<file path="src/rtl/tour_cmd_seq_if.sv">
`default_nettype none
// ============================================================================
//  Module      : tour_cmd_seq_if
//  Description : Bundle of tour/UART/command-processor handshake signals for
//                tour_cmd_seq. The slave modport is the sequencer's view and
//                the master modport is the surrounding system's view.
//  Revision    : 1.0 - initial release
// ============================================================================
interface tour_cmd_seq_if;
    logic        start_tour;
    logic [7:0]  move;
    logic [4:0]  mv_indx;
    logic [15:0] cmd_UART;
    logic        cmd_rdy_UART;
    logic        clr_cmd_rdy_UART;
    logic        clr_cmd_rdy;
    logic        send_resp;
    logic [15:0] cmd;
    logic        cmd_rdy;
    logic [7:0]  resp;

    modport slave (
        input  start_tour, move, cmd_UART, cmd_rdy_UART, clr_cmd_rdy, send_resp,
        output mv_indx, clr_cmd_rdy_UART, cmd, cmd_rdy, resp
    );

    modport master (
        output start_tour, move, cmd_UART, cmd_rdy_UART, clr_cmd_rdy, send_resp,
        input  mv_indx, clr_cmd_rdy_UART, cmd, cmd_rdy, resp
    );
endinterface
`default_nettype wire

</file>
<file path="src/rtl/tour_cmd_seq.sv">
`default_nettype none
// ============================================================================
//  Module      : tour_cmd_seq
//  Description : Knight's-tour command sequencer. Passes UART commands through
//                while idle; once a tour starts, turns each one-hot move into
//                a vertical leg (opcode 2) and a horizontal leg (opcode 3)
//                command, 24 moves per tour.
//  Options     : TOUR_ABORT_EN - when defined, a pending UART command seen in
//                a HOLD state aborts the tour back to IDLE.
//  Revision    : 1.0 - initial release
// ============================================================================
module tour_cmd_seq (
    input  wire logic     clk,
    input  wire logic     rst,
    tour_cmd_seq_if.slave tour_if
);

    localparam logic [2:0] IDLE   = 3'd0;
    localparam logic [2:0] VERT   = 3'd1;
    localparam logic [2:0] HOLD_V = 3'd2;
    localparam logic [2:0] HORZ   = 3'd3;
    localparam logic [2:0] HOLD_H = 3'd4;

    localparam logic [4:0] LAST_MOVE  = 5'd23;
    localparam logic [3:0] OP_MOVE    = 4'h2;
    localparam logic [3:0] OP_FANFARE = 4'h3;
    localparam logic [7:0] HDG_N      = 8'h00;
    localparam logic [7:0] HDG_W      = 8'h3F;
    localparam logic [7:0] HDG_S      = 8'h7F;
    localparam logic [7:0] HDG_E      = 8'hBF;
    localparam logic [7:0] RESP_DONE  = 8'hA5;
    localparam logic [7:0] RESP_BUSY  = 8'h5A;

    logic [2:0]  state_q, state_d;
    logic [4:0]  mv_indx_q, mv_indx_d;
    logic [2:0]  move_sel;
    logic        move_none;
    logic [15:0] vert_cmd;
    logic [15:0] horz_cmd;
    logic        abort;

    assign move_none = (tour_if.move == 8'h00);

`ifdef TOUR_ABORT_EN
    assign abort = tour_if.cmd_rdy_UART;
`else
    assign abort = 1'b0;
`endif

    // Priority-encode the move: the lowest set bit wins for multi-hot input
    always_comb begin
        move_sel = 3'd0;
        for (int i = 7; i >= 0; i--) begin
            if (tour_if.move[i]) begin
                move_sel = 3'(i);
            end
        end
    end

    // Translate the selected move into its vertical and horizontal leg commands
    always_comb begin
        vert_cmd = {OP_MOVE, HDG_N, 4'd2};
        horz_cmd = {OP_FANFARE, HDG_E, 4'd1};
        case (move_sel)
            3'd0: begin vert_cmd = {OP_MOVE, HDG_N, 4'd2}; horz_cmd = {OP_FANFARE, HDG_E, 4'd1}; end
            3'd1: begin vert_cmd = {OP_MOVE, HDG_N, 4'd2}; horz_cmd = {OP_FANFARE, HDG_W, 4'd1}; end
            3'd2: begin vert_cmd = {OP_MOVE, HDG_N, 4'd1}; horz_cmd = {OP_FANFARE, HDG_W, 4'd2}; end
            3'd3: begin vert_cmd = {OP_MOVE, HDG_S, 4'd1}; horz_cmd = {OP_FANFARE, HDG_W, 4'd2}; end
            3'd4: begin vert_cmd = {OP_MOVE, HDG_S, 4'd2}; horz_cmd = {OP_FANFARE, HDG_W, 4'd1}; end
            3'd5: begin vert_cmd = {OP_MOVE, HDG_S, 4'd2}; horz_cmd = {OP_FANFARE, HDG_E, 4'd1}; end
            3'd6: begin vert_cmd = {OP_MOVE, HDG_S, 4'd1}; horz_cmd = {OP_FANFARE, HDG_E, 4'd2}; end
            3'd7: begin vert_cmd = {OP_MOVE, HDG_N, 4'd1}; horz_cmd = {OP_FANFARE, HDG_E, 4'd2}; end
            default: ;
        endcase
    end

    // State and move-index registers; reset drops straight back to IDLE
    always_ff @(posedge clk or posedge rst) begin
        if (rst) begin
            state_q   <= IDLE;
            mv_indx_q <= 5'd0;
        end else begin
            state_q   <= state_d;
            mv_indx_q <= mv_indx_d;
        end
    end

    // Next-state logic: each move is VERT -> HOLD_V -> HORZ -> HOLD_H
    always_comb begin
        state_d   = state_q;
        mv_indx_d = mv_indx_q;
        case (state_q)
            IDLE: begin
                if (tour_if.start_tour) begin
                    state_d   = VERT;
                    mv_indx_d = 5'd0;
                end
            end
            VERT: begin
                // An empty move means the solver has nothing for us: give up
                if (move_none) begin
                    state_d = IDLE;
                end else if (tour_if.clr_cmd_rdy) begin
                    state_d = HOLD_V;
                end
            end
            HOLD_V: begin
                if (abort) begin
                    state_d = IDLE;
                end else if (tour_if.send_resp) begin
                    state_d = HORZ;
                end
            end
            HORZ: begin
                if (tour_if.clr_cmd_rdy) begin
                    state_d = HOLD_H;
                end
            end
            HOLD_H: begin
                if (abort) begin
                    state_d = IDLE;
                end else if (tour_if.send_resp) begin
                    if (mv_indx_q == LAST_MOVE) begin
                        state_d = IDLE;
                    end else begin
                        state_d   = VERT;
                        mv_indx_d = mv_indx_q + 5'd1;
                    end
                end
            end
            default: state_d = IDLE;
        endcase
    end

    // Output decode: UART pass-through when idle, tour commands otherwise
    always_comb begin
        tour_if.cmd              = 16'h0000;
        tour_if.cmd_rdy          = 1'b0;
        tour_if.clr_cmd_rdy_UART = 1'b0;
        tour_if.resp             = RESP_BUSY;
        case (state_q)
            IDLE: begin
                tour_if.cmd              = tour_if.cmd_UART;
                tour_if.cmd_rdy          = tour_if.cmd_rdy_UART;
                tour_if.clr_cmd_rdy_UART = tour_if.clr_cmd_rdy;
                tour_if.resp             = RESP_DONE;
            end
            VERT: begin
                tour_if.cmd     = vert_cmd;
                tour_if.cmd_rdy = !move_none;
            end
            HOLD_V: begin
                tour_if.cmd = vert_cmd;
            end
            HORZ: begin
                tour_if.cmd     = horz_cmd;
                tour_if.cmd_rdy = 1'b1;
            end
            HOLD_H: begin
                tour_if.cmd  = horz_cmd;
                tour_if.resp = (mv_indx_q == LAST_MOVE) ? RESP_DONE : RESP_BUSY;
            end
            default: ;
        endcase
    end

    assign tour_if.mv_indx = mv_indx_q;

endmodule
`default_nettype wire

</file>
<file path="src/flat_wrapper.sv">
// flat-port wrapper written by rule: the top's interface ports become plain ports
module tour_cmd_seq_flat 
  (clk, rst, tour_if_start_tour, tour_if_move, tour_if_cmd_UART, tour_if_cmd_rdy_UART, tour_if_clr_cmd_rdy, tour_if_send_resp, tour_if_mv_indx, tour_if_clr_cmd_rdy_UART, tour_if_cmd, tour_if_cmd_rdy, tour_if_resp);
  tour_cmd_seq_if tour_if_i ();
  input  wire logic clk;
  input  wire logic rst;
  input wire logic [$bits(tour_if_i.start_tour)-1:0] tour_if_start_tour;
  input wire logic [$bits(tour_if_i.move)-1:0] tour_if_move;
  input wire logic [$bits(tour_if_i.cmd_UART)-1:0] tour_if_cmd_UART;
  input wire logic [$bits(tour_if_i.cmd_rdy_UART)-1:0] tour_if_cmd_rdy_UART;
  input wire logic [$bits(tour_if_i.clr_cmd_rdy)-1:0] tour_if_clr_cmd_rdy;
  input wire logic [$bits(tour_if_i.send_resp)-1:0] tour_if_send_resp;
  output wire logic [$bits(tour_if_i.mv_indx)-1:0] tour_if_mv_indx;
  output wire logic [$bits(tour_if_i.clr_cmd_rdy_UART)-1:0] tour_if_clr_cmd_rdy_UART;
  output wire logic [$bits(tour_if_i.cmd)-1:0] tour_if_cmd;
  output wire logic [$bits(tour_if_i.cmd_rdy)-1:0] tour_if_cmd_rdy;
  output wire logic [$bits(tour_if_i.resp)-1:0] tour_if_resp;
  assign tour_if_i.start_tour = tour_if_start_tour;
  assign tour_if_i.move = tour_if_move;
  assign tour_if_i.cmd_UART = tour_if_cmd_UART;
  assign tour_if_i.cmd_rdy_UART = tour_if_cmd_rdy_UART;
  assign tour_if_i.clr_cmd_rdy = tour_if_clr_cmd_rdy;
  assign tour_if_i.send_resp = tour_if_send_resp;
  assign tour_if_mv_indx = tour_if_i.mv_indx;
  assign tour_if_clr_cmd_rdy_UART = tour_if_i.clr_cmd_rdy_UART;
  assign tour_if_cmd = tour_if_i.cmd;
  assign tour_if_cmd_rdy = tour_if_i.cmd_rdy;
  assign tour_if_resp = tour_if_i.resp;
  tour_cmd_seq u_core (.clk(clk), .rst(rst), .tour_if(tour_if_i));
endmodule
</file>
<file path="config.mk">
export PLATFORM = sky130hd
export DESIGN_NAME = tour_cmd_seq_flat
export DESIGN_NICKNAME = d
export VERILOG_FILES = /design/src/rtl/tour_cmd_seq_if.sv /design/src/rtl/tour_cmd_seq.sv /design/src/flat_wrapper.sv
export SDC_FILE = /design/constraint.sdc
export NUM_CORES = 1
export LEC_CHECK = 0
export ABC_AREA = 0
export CELL_PAD_IN_SITES_DETAIL_PLACEMENT = 1
export CELL_PAD_IN_SITES_GLOBAL_PLACEMENT = 1
export CORE_ASPECT_RATIO = 0.6
export CORE_MARGIN = 3
export CORE_UTILIZATION = 23
export CTS_CLUSTER_SIZE = 30
export DETAILED_ROUTE_END_ITERATION = 7
export PLACE_DENSITY = 0.82
export SYNTH_ARGS = -nofsm -noshare
export SYNTH_HDL_FRONTEND = slang
export SYNTH_SLANG_ARGS = --single-unit
</file>
<file path="constraint.sdc">
create_clock -name clk -period 2.45 [get_ports clk]
set_input_delay 0.6125 -clock clk [delete_from_list [all_inputs] [get_ports clk]]
set_output_delay 0.6125 -clock clk [all_outputs]
set_load 0.05 [all_outputs]
</file>
Word-level counts from Yosys, hierarchy flattened:

Memories as Yosys holds them, arrays and structs flattened.
Cells that the tools add are included.

* bits in registers: 8
* ROM bits: 96
* word-level logic and storage cells: 48
* memories: 1

* equal/unequal tests: 11
* add/subtract/negate cells: 1
* reduce and logical (&&, ||, !) cells: 8
* multiplexer cells: 25

Memory list
* (no name shown): words 8, bits a word 12, read ports 1, clocked after Yosys merged registers in 0, wr ports 0, RTL line tour_cmd_seq.sv:64 `case (move_sel)`

Operator list (count)
* $pmux W16 S3: 1
* $mux W3: 14
* $pmux W8 S2: 1
* $mux W5: 3
* $pmux W3 S5: 1
* $ne A2 B2 Y1 const B: 5
* $pmux W5 S2: 1
* $logic_not A8 Y1: 1
* $mux W8: 1
* $eq A3 B2 Y1 const B: 2
* $add A5 B1 Y5 const B: 1
* $eq A5 B5 Y1 const B: 1
* $reduce_and A5 Y1: 1
* $reduce_and A4 Y1: 1
* $reduce_or A2 Y1: 2
* $eq A3 B1 Y1 const B: 1
* $eq A3 B3 Y1 const B: 1
* $logic_not A3 Y1: 1
* $ne A3 B2 Y1 const B: 1
* $pmux W1 S3: 1
* $mux W1: 2
* $reduce_bool A2 Y1: 1
* $logic_not A1 Y1: 1

Depth between registers and ports, before layout:

An unclocked memory read counts as a cell.

* depth after elaboration: 10
* gate-level depth with buffers: 6

Least setup slack after synthesis:

OpenSTA, ideal clock, no wires.

* path type: flip-flop to output port
* start: register u_core.mv_indx_q[0] (netlist: u_core.tour_if.mv_indx[0])
* end: output tour_if_resp[2]
* path slack: -494 ps
* path buffers: 1
* stages on the path, launching flop included: 7
* arrival time: 2332 ps
* required time: 1837 ps
* cells stage by stage: dfrtp_1 > ha_1 > nand4b_1 > nand2_1 > nand2_1 > inv_1 > buf_4

* cells in the longest elaborated chain, start to end: 3

RTL lines
* from (decl): RTL line tour_cmd_seq.sv:35 `logic [4:0] mv_indx_q, mv_indx_d;`
* from (signal assigned): RTL line tour_cmd_seq.sv:84 `mv_indx_q <= mv_indx_d;`
* $eq A5 B5 Y1: RTL line tour_cmd_seq.sv:161 `tour_if.resp = (mv_indx_q == LAST_MOVE) ? RESP_DONE : RESP_BUSY;`
* $mux W8: RTL line tour_cmd_seq.sv:161
* $pmux W8 S2: RTL line tour_cmd_seq.sv:141 `case (state_q)`
* to (decl): RTL line flat_wrapper.sv:17 `output wire logic [$bits(tour_if_i.resp)-1:0] tour_if_resp;`

No other way between the ends.

Worst setup path after layout:

* start: input tour_if_move[2]
* end: output tour_if_cmd[8]

* cells in the longest elaborated chain, start to end: 5

RTL lines
* from (decl): RTL line flat_wrapper.sv:8 `input wire logic [$bits(tour_if_i.move)-1:0] tour_if_move;`
* $mux W3 (3 in series): RTL line tour_cmd_seq.sv:54 `if (tour_if.move[i]) begin`
* $mem_v2 Z8 W12
* $pmux W16 S3: RTL line tour_cmd_seq.sv:141
* to (decl): RTL line flat_wrapper.sv:15 `output wire logic [$bits(tour_if_i.cmd)-1:0] tour_if_cmd;`

No other way between the ends.

==> impl_metrics.toml <==
[sta]
rsz0062_at_grt = "true"
hold_slack_ns = 0.5449
clock_skew_ns = 0.001472
max_slew_margin = 0.6517
finalSetupViolCount = 0
fin_crit_ns = 2.398
drv_slew = 0
tightest_slew_ns = 0.5208
timing.fmax_mhz = 417.0
finalHoldViolations = 0
period_share = 0.9788

[route]
drc = 0
num_vias = 1194
routed_wl_mm = 4.123
drt-initial-drc-count = 123
detail-route-antenna-nets = 0
viasPerCell = 5.237
firstDrtPassIters = 4
wire_per_inst_um = 18.08

[critical_path]
start_kind = "input pin"
crit_type = "in -> out"
arrival_ns = 1.79
worstPathRequired_ns = 1.84
crit_fanout = 6
end_kind = "output port"

[floorplan]
dieHeight_um = 53.67
die_w_um = 85.44
design.core.area_um2 = 3443
io_pins = 61
row_count = 16
die_area_um2 = 4585
initial_core_util = 0.2529

[synthesis]
ys_seq_elements = 8
synth_cells = 121
syn_nets = 152
synth-edff-count = 0
syn_area_um2 = 870.8
synth_top_cell_area_share = 0.2299
yosysWarningCount = 0
syn_area_per_cell_um2 = 7.197
yosysSeqAreaShare = 0.2299
ys_async_sr_fraction = 1.000
yosys-top-cells-area = "dfrtp_1 (23%), nand2_1 (6.9%), o21ai_0 (5.7%)"
synth_cell_types = 39
yosys.area.top_type = "dfrtp_1"
synthFlopType = "dfrtp_1"

[cells_and_area]
syn2layout_area_growth_pct = 112.8
drive_above_1_share = 0.3716
insertedDiodeCount = 0
nets = 216
num-fill-cells = 418

[global_route]
grt_antenna_before_repair = 0
grt_max_degree = 21
globalRouteOverflowTotal = 0
grt_pass1_vias = 1232
grt_use_total = 0.1856
grt_pass1_wl_mm = 6.658

[clocking]
cts_buffers = 3
cts.sinks = 8
ctsHoldBuffers = 0
worst_skew_pair.late_latency_ns = 0.23
tritoncts = "yes"
path_clk_slew_ns = 0.04
cts_buffer_depth = 2
cts_root_buffer = "clkbuf_8"
h-tree-depth = 1
post_cts.repair.setup_buffers = 0

[power_and_ir_drop]
max-vdd-ir-drop_uv = 1101
power.density_nw_per_um2 = 1769
p_leak_nw = 0.7408
finalPower_mw = 3.278

[place]
io_buffers = 60
detailed_place_hpwl_mm = 3.053
gp_congestion = 0.8453

[flow_run]
cap_viol_max_count = 0

[status]
status = "finished, final reports clean"

[min_path]
hold_class = "reg -> reg"
worst max-delay path, stage by stage:
cell     delay (ns)
buf_2          0.14
o41a_1         0.42
o21ai_1        0.14
buf_4          0.15
o21a_1         0.17
buf_12         0.15
cell usage after synthesis, types with 2 or more instances:
cell type / count
nand2_1: 16
inv_1: 4
dfrtp_1: 8
o21ai_0: 10
a31oi_1: 2
nor2_1: 13
o21ai_1: 2
a21oi_1: 8
o21a_1: 6
buf_4: 6
or3b_1: 2
nor4_1: 2
nor3_1: 3
or3_1: 3
nand3_1: 4
a211o_1: 2
clkbuf_1: 4
and2_1: 5
metrics by stage:
| step | util | setup slack (ns) | area [um^2] | std cells | TNS (ns) |
|---|---|---|---|---|---|
| 6_report | 0.5382 | 0.05197 | 1853 | 228 | 0 |
| 5_1_grt | 0.5382 | -0.02120 | 1853 | 228 | -0.02481 |
| 3_3_place_gp | 0.5142 | -0.3035 | 1770 | 225 | -2.806 |
| 4_1_cts | 0.5302 | 0.001697 | 1826 | 228 | 0 |
| 3_5_place_dp | 0.5142 | -0.3230 | 1770 | 225 | -3.196 |
| 2_1_floorplan | - | -0.1643 | 904.6 | 121 | -0.1959 |
path summary, 6_finish.rpt:
path                                             end  depth (start not counted)                      start  slack, ns
setup / recovery                      tour_if_cmd[8]                          6            tour_if_move[2]       0.05
setup reg to reg           u_core.tour_if.mv_indx[4]                          5          u_core.state_q[1]       0.58
max in group asynchronous  u_core.tour_if.mv_indx[1]                          2                        rst       1.55
hold / removal             u_core.tour_if.mv_indx[0]                          2  u_core.tour_if.mv_indx[0]       0.54
hold reg to reg            u_core.tour_if.mv_indx[0]                          2  u_core.tour_if.mv_indx[0]       0.54
min in group asynchronous  u_core.tour_if.mv_indx[4]                          2                        rst       0.64
report_power, final:
part	internal [mW]	total [mW]	switching (mW)
combinational	1.22	2.89	1.67
clock	0.106	0.158	0.0519
sequential	0.169	0.231	0.0626
kinds of logic (layout without fill, tap and decap cells):
kind of cell,count (synthesis),after routing,share of synthesized area
buffers and inverters,16,78,0.1049
flip-flops,8,8,0.2299
adder cells (fa/ha/maj),1,1,0.01437
AND/OR/NAND/NOR,55,55,0.3319
AO/OA/AOI/OAI,41,41,0.3190
placed cells by master (no fill, tap or decap), types with 2 or more instances in the layout:
| cell type | Yosys | routed |
|---|---|---|
| clkdlybuf4s50_1 | 0 | 26 |
| buf_12 | 0 | 22 |
| nor3_1 | 3 | 2 |
| buf_2 | 1 | 4 |
| o21ai_0 | 10 | 8 |
| nand2_1 | 16 | 15 |
| nor2_1 | 13 | 11 |
| nor2_2 | 1 | 2 |
| o21ai_1 | 2 | 3 |
| or3_1 | 3 | 3 |
| inv_1 | 4 | 3 |
| or3b_1 | 2 | 2 |
| nor4_4 | 0 | 2 |
| buf_4 | 6 | 14 |
| nand3_1 | 4 | 4 |
| a211o_1 | 2 | 2 |
| and2_1 | 5 | 5 |
| a31oi_1 | 2 | 2 |
| clkbuf_8 | 0 | 3 |
| o21a_1 | 6 | 6 |
| dfrtp_2 | 0 | 4 |
| dfrtp_1 | 8 | 4 |
| buf_6 | 1 | 4 |
| a21oi_1 | 8 | 8 |
final cells by class:
class	count	area (um^2)	share of cell area
clock buffers	3	41.29	0.02228
multi-input cells	97	655.6	0.3538
flip-flops and latches	8	205.2	0.1107
inverters	4	18.77	0.01013
repair buffers	71	875.8	0.4727
well taps	45	56.30	0.03038
what timing repair did:
action | CTS | global route
endpoints found under the setup margin | 11 | 14
hold endpoints to repair | 0 | 0
pin swaps | 4 | 3
resized for setup | 36 | 17
metal layers:
layer	routed length (um)	track usage	part of all wire	vias to the layer above
li1	-	-	-	562
met1	1769	0.2321	0.43	581
met2	2118	0.3415	0.51	47
met3	210	0.03670	0.051	4
met4	26	0.03158	0.0063	0
met5	0	0	0	-
registers in the layout, summed over array words and instances (netlist names):
register,count
u_core.state_q,3
u_core.tour_if.mv_indx,5
Note: power is estimated with default switching activity, not from simulation.
